## src/rtl/uart_frame_decoder.sv

```systemverilog
// Framed-packet extractor for the UART byte stream: SYNC, LEN, payload, CSUM.
// Payload is staged speculatively and becomes visible on the output only after a checksum match.
module uart_frame_decoder #(
    parameter logic [7:0]  SYNC_BYTE      = 8'hA5,
    parameter int unsigned MAX_LEN        = 16,
    parameter int unsigned BUF_DEPTH      = 32,
    parameter int unsigned TIMEOUT_CYCLES = 100000
) (
    input  logic       clk,
    input  logic       rst,
    input  logic       in_valid,
    input  logic [7:0] in_data,
    output logic       out_valid,
    input  logic       out_ready,
    output logic [7:0] out_data,
    output logic       out_last,
    output logic       frame_ok,
    output logic       frame_err,
    output logic [1:0] err_code
);

    localparam int unsigned AW = $clog2(BUF_DEPTH);
    localparam int unsigned PW = AW + 1;
    localparam int unsigned TW = $clog2(TIMEOUT_CYCLES + 1);

    localparam logic [1:0] ErrBadLen  = 2'd0;
    localparam logic [1:0] ErrBadCsum = 2'd1;
    localparam logic [1:0] ErrTimeout = 2'd2;
    localparam logic [1:0] ErrNoSpace = 2'd3;

    typedef enum logic [2:0] {
        StIdle,
        StLen,
        StPayload,
        StCsum,
        StDrop
    } state_e;

    state_e        state_q, state_d;
    logic [PW-1:0] rd_ptr_q, rd_ptr_d;
    logic [PW-1:0] wr_ptr_q, wr_ptr_d;
    logic [PW-1:0] wr_spec_q, wr_spec_d;
    logic [7:0]    sum_q, sum_d;
    logic [8:0]    rem_q, rem_d;
    logic [TW-1:0] timer_q, timer_d;
    logic          frame_ok_q, frame_ok_d;
    logic          frame_err_q, frame_err_d;
    logic [1:0]    err_code_q, err_code_d;

    logic [8:0]    mem_q [BUF_DEPTH];
    logic          mem_we;
    logic [8:0]    mem_wdata;
    logic [8:0]    rd_entry;

    logic [PW-1:0] occupancy;
    logic [PW-1:0] free;
    logic          pop;
    logic          expire;
    logic [7:0]    csum_total;

    // Committed region is [rd_ptr, wr_ptr); speculative bytes live in [wr_ptr, wr_spec).
    always_comb begin
        occupancy  = wr_ptr_q - rd_ptr_q;
        free       = PW'(BUF_DEPTH) - (wr_spec_q - rd_ptr_q);
        out_valid  = (occupancy != '0);
        pop        = out_valid && out_ready;
        rd_entry   = mem_q[rd_ptr_q[AW-1:0]];
        out_data   = rd_entry[7:0];
        out_last   = rd_entry[8];
        csum_total = sum_q + in_data;
        expire     = (state_q != StIdle) && !in_valid &&
                     (timer_q == TW'(TIMEOUT_CYCLES - 1));
    end

    always_comb begin
        state_d     = state_q;
        rd_ptr_d    = pop ? rd_ptr_q + PW'(1) : rd_ptr_q;
        wr_ptr_d    = wr_ptr_q;
        wr_spec_d   = wr_spec_q;
        sum_d       = sum_q;
        rem_d       = rem_q;
        timer_d     = (in_valid || state_q == StIdle) ? '0 : timer_q + TW'(1);
        frame_ok_d  = 1'b0;
        frame_err_d = 1'b0;
        err_code_d  = err_code_q;
        mem_we      = 1'b0;
        mem_wdata   = {(rem_q == 9'd1), in_data};

        unique case (state_q)
            StIdle: begin
                if (in_valid && in_data == SYNC_BYTE) begin
                    state_d = StLen;
                end
            end
            StLen: begin
                if (in_valid) begin
                    sum_d = in_data;
                    rem_d = {1'b0, in_data};
                    if (in_data == 8'd0 || 32'(in_data) > MAX_LEN) begin
                        frame_err_d = 1'b1;
                        err_code_d  = ErrBadLen;
                        state_d     = StIdle;
                    end else if (32'(in_data) > 32'(free)) begin
                        // Swallow the payload and checksum so they are not mistaken for SYNC.
                        frame_err_d = 1'b1;
                        err_code_d  = ErrNoSpace;
                        rem_d       = {1'b0, in_data} + 9'd1;
                        state_d     = StDrop;
                    end else begin
                        state_d = StPayload;
                    end
                end
            end
            StPayload: begin
                if (in_valid) begin
                    mem_we    = 1'b1;
                    wr_spec_d = wr_spec_q + PW'(1);
                    sum_d     = csum_total;
                    rem_d     = rem_q - 9'd1;
                    if (rem_q == 9'd1) begin
                        state_d = StCsum;
                    end
                end
            end
            StCsum: begin
                if (in_valid) begin
                    if (csum_total == 8'd0) begin
                        wr_ptr_d   = wr_spec_q;
                        frame_ok_d = 1'b1;
                    end else begin
                        wr_spec_d   = wr_ptr_q;
                        frame_err_d = 1'b1;
                        err_code_d  = ErrBadCsum;
                    end
                    state_d = StIdle;
                end
            end
            StDrop: begin
                if (in_valid) begin
                    rem_d = rem_q - 9'd1;
                    if (rem_q == 9'd1) begin
                        state_d = StIdle;
                    end
                end
            end
            default: state_d = StIdle;
        endcase

        // A stalled sender abandons the frame; a DROP already reported its error.
        if (expire) begin
            state_d   = StIdle;
            wr_spec_d = wr_ptr_q;
            if (state_q != StDrop) begin
                frame_err_d = 1'b1;
                err_code_d  = ErrTimeout;
            end
        end
    end

    always_ff @(posedge clk) begin
        if (rst) begin
            state_q     <= StIdle;
            rd_ptr_q    <= '0;
            wr_ptr_q    <= '0;
            wr_spec_q   <= '0;
            sum_q       <= '0;
            rem_q       <= '0;
            timer_q     <= '0;
            frame_ok_q  <= 1'b0;
            frame_err_q <= 1'b0;
            err_code_q  <= ErrBadLen;
        end else begin
            state_q     <= state_d;
            rd_ptr_q    <= rd_ptr_d;
            wr_ptr_q    <= wr_ptr_d;
            wr_spec_q   <= wr_spec_d;
            sum_q       <= sum_d;
            rem_q       <= rem_d;
            timer_q     <= timer_d;
            frame_ok_q  <= frame_ok_d;
            frame_err_q <= frame_err_d;
            err_code_q  <= err_code_d;
        end
    end

    always_ff @(posedge clk) begin
        if (mem_we) begin
            mem_q[wr_spec_q[AW-1:0]] <= mem_wdata;
        end
    end

    assign frame_ok  = frame_ok_q;
    assign frame_err = frame_err_q;
    assign err_code  = err_code_q;

endmodule

```

## config.mk

```make
export PLATFORM = sky130hd
export DESIGN_NAME = uart_frame_decoder
export DESIGN_NICKNAME = d
export VERILOG_FILES = /design/src/rtl/uart_frame_decoder.sv
export SDC_FILE = /design/constraint.sdc
export NUM_CORES = 1
export LEC_CHECK = 0
export BUFFER_PORTS_ARGS = -buffer_cell sky130_fd_sc_hd__buf_2
export CAP_MARGIN = 40
export CORE_UTILIZATION = 40
export DETAILED_ROUTE_END_ITERATION = 8
export PLACE_DENSITY = 0.66
export SLEW_MARGIN = 15
export SYNTH_ARGS = -nofsm -noshare
export SYNTH_HDL_FRONTEND = slang
export SYNTH_SLANG_ARGS = --single-unit
```

## constraint.sdc

```tcl
create_clock -name clk -period 3.4 [get_ports clk]
set_clock_uncertainty 0.05 [all_clocks]
set_input_delay 0.17 -clock clk [delete_from_list [all_inputs] [get_ports clk]]
set_output_delay 0.17 -clock clk [all_outputs]
set_load 0.01 [all_outputs]
```

; Yosys cells after proc, flatten, opt, wreduce, memory -nomap -nowiden
; Memories as Yosys holds them, arrays and structs flattened. A register that Yosys moved wholly into a read port is not among the register bits.
; Index checks and enable logic that the tools add are counted.
[op_classes]
addsub = 9
magnitude_cmp = 2
eq_ne = 18
mux = 46
n_bitwise = 2
n_reduce_logical = 24
[ops]
columns = op, count
row1 = 9-bit 2-to-1 mux, 4
row2 = 3-bit 2-to-1 mux, 9
row3 = 6-bit 2-to-1 mux, 4
row4 = 9-bit case mux with 2 select lines, 1
row5 = "17-bit by 1-bit adder with 17-bit output, second input constant", 1
row6 = "17-bit equality test, second input constant", 1
row7 = 8-bit zero test, 2
row8 = 8-bit 2-to-1 mux, 2
row9 = 8-bit case mux with 2 select lines, 1
row10 = 3-bit case mux with 5 select lines, 1
row11 = 2-bit 2-to-1 mux, 7
row12 = "6-bit by 1-bit adder with 6-bit output, second input constant", 2
row13 = 1-bit 2-to-1 mux, 12
row14 = "2-bit != test, second input constant", 6
row15 = 6-bit case mux with 2 select lines, 1
row16 = 6-bit subtractor, 2
row17 = 5-bit 2-to-1 mux, 2
row18 = "8-bit by 1-bit adder with 9-bit output, second input constant", 1
row19 = "9-bit by 1-bit equality test with 1-bit output, second input constant", 1
row20 = "3-bit != test, second input constant", 3
row21 = 3-bit AND reduction, 3
row22 = "9-bit by 1-bit subtractor with 9-bit output, second input constant", 1
row23 = 8-bit adder, 1
row24 = "8-bit equality test, second input constant", 1
row25 = other kinds (21), 32
[totals]
ff_bits = 59
ramBits = 288
input_bits = 12
out_inout_bits = 14
elab_cells = 112
mem_count = 1
[mem_list]
columns = memory, depth, word_bits, rd, rd_clocked_by_memory_dff, wr, line_no
row1 = mem_q, 32, 9, 1, 1, 1, 50  ; logic [8:0] mem_q [BUF_DEPTH];

; Longest topological paths before layout
; Gate-level depths: netlist of run 1.
[logic_depth]
word_depth = 9
ltp_mapped = 14
ltp_nobuf = 14

; Worst setup path after synthesis of run 1
; OpenSTA, ideal clock, no wires.
[synth_path]
path_kind = flip-flop to flip-flop
startpoint = register wr_spec_q[2]
endpoint = register rem_q[1]
setup_ps = 92
t_arrival_ps = 3307
required_ps = 3258
setup_slack_ps = -49
path_stages_with_launch = 15
n_path_buf = 1
synth_period_minus_slack_ps = 3449
path_cell_list = dfxtp_1 clkbuf_1 inv_1 ha_1 ha_1 a21o_1 a21oi_1 xor2_1 ha_1 nand3_1 a21oi_1 o31ai_1 a211oi_1 mux2_2 o32ai_1
[synth_via]
elab_chain_cells = 7
[synth_rtl]
columns = item, line_no
row1 = start: declaration, 42  ; logic [PW-1:0] wr_spec_q, wr_spec_d;
row2 = start signal: assignment, 176  ; wr_spec_q <= wr_spec_d;
row3 = 6-bit subtractor (2 in series), 64  ; free = PW'(BUF_DEPTH) - (wr_spec_q - rd_ptr_q);
row4 = 8-bit by 6-bit greater-than comparator with 1-bit output, 103  ; end else if (32'(in_data) > 32'(free)) begin
row5 = 9-bit 2-to-1 mux, 103
row6 = 9-bit 2-to-1 mux, 99  ; if (in_data == 8'd0 || 32'(in_data) > MAX_LEN) begin
row7 = 9-bit 2-to-1 mux, 96  ; if (in_valid) begin
row8 = 9-bit case mux with 2 select lines, 89  ; unique case (state_q)
row9 = end signal: assignment, 178  ; rem_q <= rem_d;
row10 = end: declaration, 44  ; logic [8:0] rem_q, rem_d;
; No other way between the ends. The select of a mux whose other input is x is not followed.
; A chain may end at the register's enable or synchronous reset.

; Worst setup path in the final report of run 1
[layout_path]
startpoint = register wr_spec_q[1]
endpoint = register rem_q[1]
; Same word-level chain as after synthesis.

==> results.md, run 1 <==
Outcome
• complete, no violations — run status

Critical path
• 3.59 ns — data arrival at the endpoint of the critical path
• register — crit path launch type
• register to register — type of the setup path with the least slack
• 5 — Max Fanout on Critical Path
• 0.19 ns — reg2reg setup slack
• register — type of destination of the critical path
• 3.78 ns — Crit path required time

Cells and area
• 1635 — final non-filler cell total
• sky130_fd_sc_hd__edfxtp_1 — most common library cell in the layout ignoring fill and taps
• 0 — count of antenna diodes in the layout
• 25.1% — share of post-route cells with drive strength above 1
• 3236 — fill cell count
• 288 x sky130_fd_sc_hd__edfxtp_1, 105 x sky130_fd_sc_hd__nor2_1, 90 x sky130_fd_sc_hd__mux4_2 — most used cells in the layout excluding fill and tap cells
• 47.5% — Util after Layout
• 16.1% — area grow syn2layout
• 1147 — total number of nets in the final design

Floorplanning
• 71 — Cell Rows
• 37900 µm² — core area
• 40.9% — starting utilization of the core area
• 199 µm — die outline width
• 26 — number of top-level pins
• 39600 µm² — die area
• 199 µm — height of the chip

Pwr
• 8.01 mW — Int Pwr
• 5.74 nW — Static Leakage
• 40.8% — part of the total power dissipated in the clock network
• 587 nW/µm² — power density over the cells
• 44.7% — sequential cell fraction of total power
• 2.56 mW — switching component of the power
• 24.2% — switch share
• 0.313 mV — Max VDD drop
• 14.6% — combinational group share of total power

Placed design
• 0.0328 ns — worst slack at placement
• 0.858 — GP Congestion
• 1563 — cell total after placement
• 25 — total of buffers placed on input and output ports
• 23400 µm — DP Wirelength

Drt
• 22.2 µm — routed wirelength normalized by instance count
• 0 — antenna-violating nets left
• 9132 — vias
• 5.59 — via density per instance
• 734 — number of violations reported at the end of detailed-routing iteration 0
• 36300 µm — final wirelength
• 5 — TritonRoute pass-1 iters
• 0 — post-detailed-route DRC marker count

STA
• 94.5% — final clock period utilization by the worst path
• 44.2% — worst slew margin relative to its limit
• 0 ns — total negative slack for setup checks
• 0 — final hold violation count
• no — RSZ-0062 raised after global routing
• 311 MHz — Peak Freq
• 0.0372 ns — post-route worst hold slack
• 3.21 ns — Tmin final
• 0.186 ns — final setup margin
• 0 — number of setup violations in the final report
• 0.833 ns — Tightest Pin Transition
• 0 — number of pins with negative max-slew slack in the final report

Synthesis
• 0 — yosys warns
• 1061 — number of nets produced by synthesis
• 15500 µm² — post-synthesis instance area
• 64.0% — share of synthesized area occupied by flip-flops and latches
• 288 — number of flops mapped to enable cells by yosys
• sky130_fd_sc_hd__edfxtp_1 — most used flip-flop cell after synthesis
• 0% — share of synthesized registers carrying an async set or reset
• 67 — number of different library cells in the post-synthesis netlist
• 352 — number of storage elements in the synthesis netlist
• 1009 — cell count after synthesis
• 15.4 µm² — syn avg cell area

Job
• 0 — max-cap violations

Clock tree
• 352 — clock net sink count
• 0.52 ns — clock latency reported for the late side of the worst-skew pair
• sky130_fd_sc_hd__clkbuf_16 — CTS root buf
• 3 — CTS max path bufs
• 2 — number of H-tree branching levels
• 37 — total clock buffers created by CTS
• yes — clock tree from TritonCTS
• 0.06 ns — clock slew at the register clock pins of the worst setup and hold paths

GRT
• 39 — maximum number of pins on one net before global-route repair
• 9187 — vias in the first global route
• 18.9% — global-route total usage across every layer
• 0 — total congestion overflow after global routing
• 0 — number of antenna violations at the first check in global routing
• 55500 µm — wire length of the first global-routing pass

Worst hold path
• input pin to register — path type of the worst min-delay path

## kinds of logic (layout without fill, tap and decap cells)
logic type | after synthesis | count (layout) | synth area share (%)
compound gates | 141 | 141 | 6.21
xor+xnor | 32 | 32 | 1.81
fa+ha+maj | 40 | 40 | 3.32
buf+inv | 81 | 196 | 2.16
flops | 352 | 352 | 64.0
mux | 113 | 113 | 14.7
simple gates | 250 | 250 | 7.79
## power by group through the flow
stage          registers [mW]  clock network, mW  logic, mW
6_report                 4.72               4.31       1.54
3_3_place_gp             4.82                  0       1.48
5_1_grt                  4.73               4.53       1.66
4_1_cts                  4.73               4.37       1.52
3_5_place_dp             4.82                  0       1.50
2_1_floorplan            4.76                  0       1.04
## critical path: stages, from the launching register on
cell and delay [ns]:
sky130_fd_sc_hd__dfxtp_1 0.34, sky130_fd_sc_hd__inv_1 0.06, sky130_fd_sc_hd__ha_1 0.28, sky130_fd_sc_hd__ha_1 0.24, sky130_fd_sc_hd__fa_2 0.53, sky130_fd_sc_hd__inv_1 0.04
sky130_fd_sc_hd__ha_1 0.27, sky130_fd_sc_hd__nand3_1 0.15, sky130_fd_sc_hd__a21oi_2 0.20, sky130_fd_sc_hd__o31ai_4 0.11, sky130_fd_sc_hd__a211oi_4 0.34, sky130_fd_sc_hd__mux2_2 0.38
sky130_fd_sc_hd__o32ai_1 0.13
## final timing paths
kind	from	endpoint	cells after the start
worst max-delay path	wr_spec_q[1]	rem_q[1]	12
worst min-delay path	in_valid	frame_err	3
worst max register to register	wr_spec_q[1]	rem_q[1]	12
worst min register to register	timer_q[0]	timer_q[0]	1
## final cells by class
cell class | instances | area, µm² | share of cell area, %
Sequential cell | 352 | 9940 | 55.2
Multi-Input combinational cell | 576 | 5310 | 29.5
Clock buffer | 41 | 962 | 5.34
Timing Repair Buffer | 97 | 696 | 3.86
Tap cell | 511 | 639 | 3.55
Clock inverter | 27 | 345 | 1.92
Inverter | 31 | 116 | 0.646
## metrics by stage
step	instance area, µm²	power (mW)
4_1_cts	18000	10.6
2_1_floorplan	15500	5.81
3_5_place_dp	16600	6.32
6_report	18000	10.6
5_1_grt	18000	10.9
3_3_place_gp	16600	6.30
## per-layer routing
| metal | GRT usage, % | wire length [µm] |
|---|---|---|
| met3 | 4.02 | 2580 |
| met2 | 29.6 | 17000 |
| met4 | 4.93 | 742 |
| met1 | 26.7 | 15900 |
| met5 | 0 | 0 |
## sequential cells by signal (all words and copies together) (netlist names), named ones only
register,flops
state_q,3
frame_err,1
err_code,2
rem_q,9
sum_q,8
wr_spec_q,6
rd_ptr_q,6
wr_ptr_q,6
frame_ok,1
timer_q,17
mem_q,288
## cell usage after synthesis, drive strengths merged (7+ instances only)
library cell	number	share of area, %
edfxtp	288	56
nor2	106	2.6
mux4	90	13
dfxtp	64	8.3
nand2	40	0.97
a21oi	38	1.2
ha	38	3.1
clkbuf	33	0.80
inv	31	0.75
nand3	31	1.0
o21ai	21	0.68
xor2	18	1.0
buf	17	0.61
a211oi	16	0.81
mux2	15	1.1
xnor2	14	0.79
nor3	13	0.42
o211ai	9	0.44
mux2i	8	0.52
nand2b	8	0.32
o31ai	7	0.34
or3	7	0.28
## repair_timing
action,4_1_cts,5_1_grt
gates resized for setup,1,8
setup endpoints to repair,1,3
hold buffers,2,0
setup buffers,0,2
cloned,0,0
pin swaps,0,3
hold endpoints to repair,7,0
No activity file was read; power rests on OpenSTA's default activity.
==> run 2, diff against run 1 <==
CELL_PAD_IN_SITES_DETAIL_PLACEMENT = 0   (was default)
CELL_PAD_IN_SITES_GLOBAL_PLACEMENT = 1   (was default)
PLACE_DENSITY = 0.73   (was 0.66)
REMOVE_ABC_BUFFERS = 1   (was default)
==> run 2 against run 1 <==
  * Worst setup slack lost 0.027 ns
  * Routed wire length decreased by 2.9%
  * Core utilization down 0.34 points
  * Flip-flop and latch count stayed put
==> results.md, run 2 (synthesized netlist as in run 1, its figures left out) <==
Floorplanning
• 37900 µm² — core area, unchanged
• 199 µm — height of the chip, unchanged
• 39600 µm² — die area, unchanged
• 40.9% — starting utilization of the core area, unchanged
• 26 — number of top-level pins, unchanged
• 199 µm — die outline width, unchanged
• 71 — Cell Rows, unchanged

Pwr
• 24.4% — switch share, was 24.2%
• 0.391 mV — Max VDD drop, was 0.313 mV
• 569 nW/µm² — power density over the cells, was 587 nW/µm²
• 39.0% — part of the total power dissipated in the clock network, was 40.8%
• 14.4% — combinational group share of total power, was 14.6%
• 46.6% — sequential cell fraction of total power, was 44.7%
• 5.70 nW — Static Leakage, was 5.74 nW
• 2.49 mW — switching component of the power, was 2.56 mW
• 7.69 mW — Int Pwr, was 8.01 mW

STA
• 0 — number of setup violations in the final report, unchanged
• yes — RSZ-0062 raised after global routing, was no
• 0 — final hold violation count, unchanged
• 0.850 ns — Tightest Pin Transition, was 0.833 ns
• 43.1% — worst slew margin relative to its limit, was 44.2%
• 0 ns — total negative slack for setup checks, unchanged
• 95.3% — final clock period utilization by the worst path, was 94.5%
• 3.24 ns — Tmin final, was 3.21 ns
• 0 — number of pins with negative max-slew slack in the final report, unchanged
• 0.160 ns — final setup margin, was 0.186 ns
• 309 MHz — Peak Freq, was 311 MHz

Critical path
• output pin — type of destination of the critical path, was register
• sky130_fd_sc_hd__dfxtp_4 — critical-path cell with the highest stage delay, was sky130_fd_sc_hd__fa_2
• 3.02 ns — data arrival at the endpoint of the critical path, was 3.59 ns
• sky130_fd_sc_hd__mux4_2 — Critical Path Most Common Cell, was sky130_fd_sc_hd__ha_1
• buf_4, mux4_2, mux4_2, mux2_2, buf_2 — Cell Chain, Critical Path, was inv_1, ha_1, ha_1, fa_2, inv_1, ha_1, nand3_1, a21oi_2, o31ai_4, a211oi_4, mux2_2, o32ai_1
• 3.18 ns — Crit path required time, was 3.78 ns
• 17 — Max Fanout on Critical Path, was 5
• register — crit path launch type, unchanged
• register to output pin — type of the setup path with the least slack, was register to register
• 14 — worst-case reg-to-reg path depth, was 12
• 0.58 ns — delay contributed by the slowest stage of the critical path, was 0.53 ns

Placed design
• 16700 µm² — placement-stage cell area, was 16600 µm²
• 23500 µm — DP Wirelength, was 23400 µm
• 25 — total of buffers placed on input and output ports, unchanged
• 0.808 — GP Congestion, was 0.858
• 0.101 ns — worst slack at placement, was 0.0328 ns

Clock tree
• 3 — CTS max path bufs, unchanged
• yes — clock tree from TritonCTS, unchanged
• 2 — number of H-tree branching levels, unchanged
• 0.06 ns — clock slew at the register clock pins of the worst setup and hold paths, about the same
• 352 — clock net sink count, unchanged
• 0.54 ns — clock latency reported for the late side of the worst-skew pair, was 0.52 ns
• sky130_fd_sc_hd__clkbuf_16 — CTS root buf, unchanged
• 38 — total clock buffers created by CTS, was 37

Cells and area
• 5280 µm² — multi-input logic area, was 5310 µm²
• 3296 — fill cell count, was 3236
• 288 x sky130_fd_sc_hd__edfxtp_1, 106 x sky130_fd_sc_hd__nor2_1, 90 x sky130_fd_sc_hd__mux4_2 — most used cells in the layout excluding fill and tap cells, was 288 x sky130_fd_sc_hd__edfxtp_1, 105 x sky130_fd_sc_hd__nor2_1, 90 x sky130_fd_sc_hd__mux4_2
• 1150 — total number of nets in the final design, was 1147
• 15.3% — area grow syn2layout, was 16.1%
• 17900 µm² — post-route cell area, was 18000 µm²
• 288 — number of flip-flops under the largest register name, unchanged
• 47.1% — Util after Layout, was 47.5%
• 9940 µm² — Register Area, unchanged
• 24.3% — share of post-route cells with drive strength above 1, was 25.1%
• sky130_fd_sc_hd__edfxtp_1 — most common library cell in the layout ignoring fill and taps, unchanged
• 0 — count of antenna diodes in the layout, unchanged

Drt
• 5.47 — via density per instance, was 5.59
• 5 — TritonRoute pass-1 iters, unchanged
• 8954 — vias, was 9132
• 0 — post-detailed-route DRC marker count, unchanged
• 35200 µm — final wirelength, was 36300 µm
• 21.5 µm — routed wirelength normalized by instance count, was 22.2 µm
• 846 — number of violations reported at the end of detailed-routing iteration 0, was 734
• 0 — antenna-violating nets left, unchanged

GRT
• 42 — maximum number of pins on one net before global-route repair, was 39
• 0 — total congestion overflow after global routing, unchanged
• 9216 — vias in the first global route, was 9187
• 0 — number of antenna violations at the first check in global routing, unchanged
• 54400 µm — wire length of the first global-routing pass, was 55500 µm
• 18.5% — global-route total usage across every layer, was 18.9%

Worst hold path
• 2 — hold depth, was 3
• input pin to register — path type of the worst min-delay path, unchanged

Outcome
• complete, no violations — run status, unchanged

Job
• 0 — max-cap violations, unchanged

run 2: changes by cell type in the layout (fill, tap and decap cells not counted), moves of 3 or more:
cell and delta:
sky130_fd_sc_hd__bufinv_16 -5, sky130_fd_sc_hd__clkinv_1 +3, sky130_fd_sc_hd__clkinv_2 -4, sky130_fd_sc_hd__clkbuf_1 +6, sky130_fd_sc_hd__buf_4 +3
run 2: metal layers:
metal,global-route usage (%),share of wire [%],vias up
met3,3.81,5.8,43
met1,24.6,44,4548
met5,0,0,-
met2,31.2,48,219
met4,3.87,1.4,0
li1,-,-,4144
run 2: power by group through the flow:
| stage | sequential, mW | combinational [mW] | clock [mW] |
|---|---|---|---|
| 6_report | 4.74 | 1.46 | 3.97 |
| 5_1_grt | 4.75 | 1.59 | 4.22 |
| 4_1_cts | 4.75 | 1.48 | 4.05 |
| 3_5_place_dp | 4.84 | 1.47 | 0 |
| 3_3_place_gp | 4.84 | 1.46 | 0 |
| 2_1_floorplan | 4.93 | 0.903 | 0 |
run 2: critical path: cells and delay by family, from the launching register on:
family	cells	cell delay, ns
DFF	1	0.58
muxes	3	1.42
buffers and inverters	2	0.49
run 2: per-stage QoR:
step                      total power, mW  std cells  hold WS, ns
after floorplan                      5.83        959        0.189
after global placement               6.30       1568        0.392
after detailed placement             6.31       1568        0.404
after CTS                            10.3       1638       0.0224
after global routing                 10.6       1638       0.0636
final                                10.2       1638       0.0436
run 2: final timing paths:
| check | startpoint | end | slack, ns |
|---|---|---|---|
| setup / recovery | register | out_data[4] | 0.16 |
| hold / removal | rst | rem_q[6] | 0.04 |
| setup reg to reg | wr_spec_q[1] | state_q[1] | 0.21 |
| hold reg to reg | timer_q[0] | timer_q[0] | 0.41 |
run 2: area by class of cell:
class	count	share of cell area [%]
Multi-Input combinational cell	576	29.5
Sequential cell	352	55.6
Timing Repair Buffer	99	3.96
Clock buffer	48	5.65
Inverter	31	0.651
Clock inverter	21	1.04
Tap cell	511	3.58
run 2: timing repair:
item                       4_1_cts  5_1_grt
setup endpoints to repair        0        7
hold endpoints to repair         5        0
buffers inserted                 0        0
hold buffers                     1        0
gates resized for setup          0        4
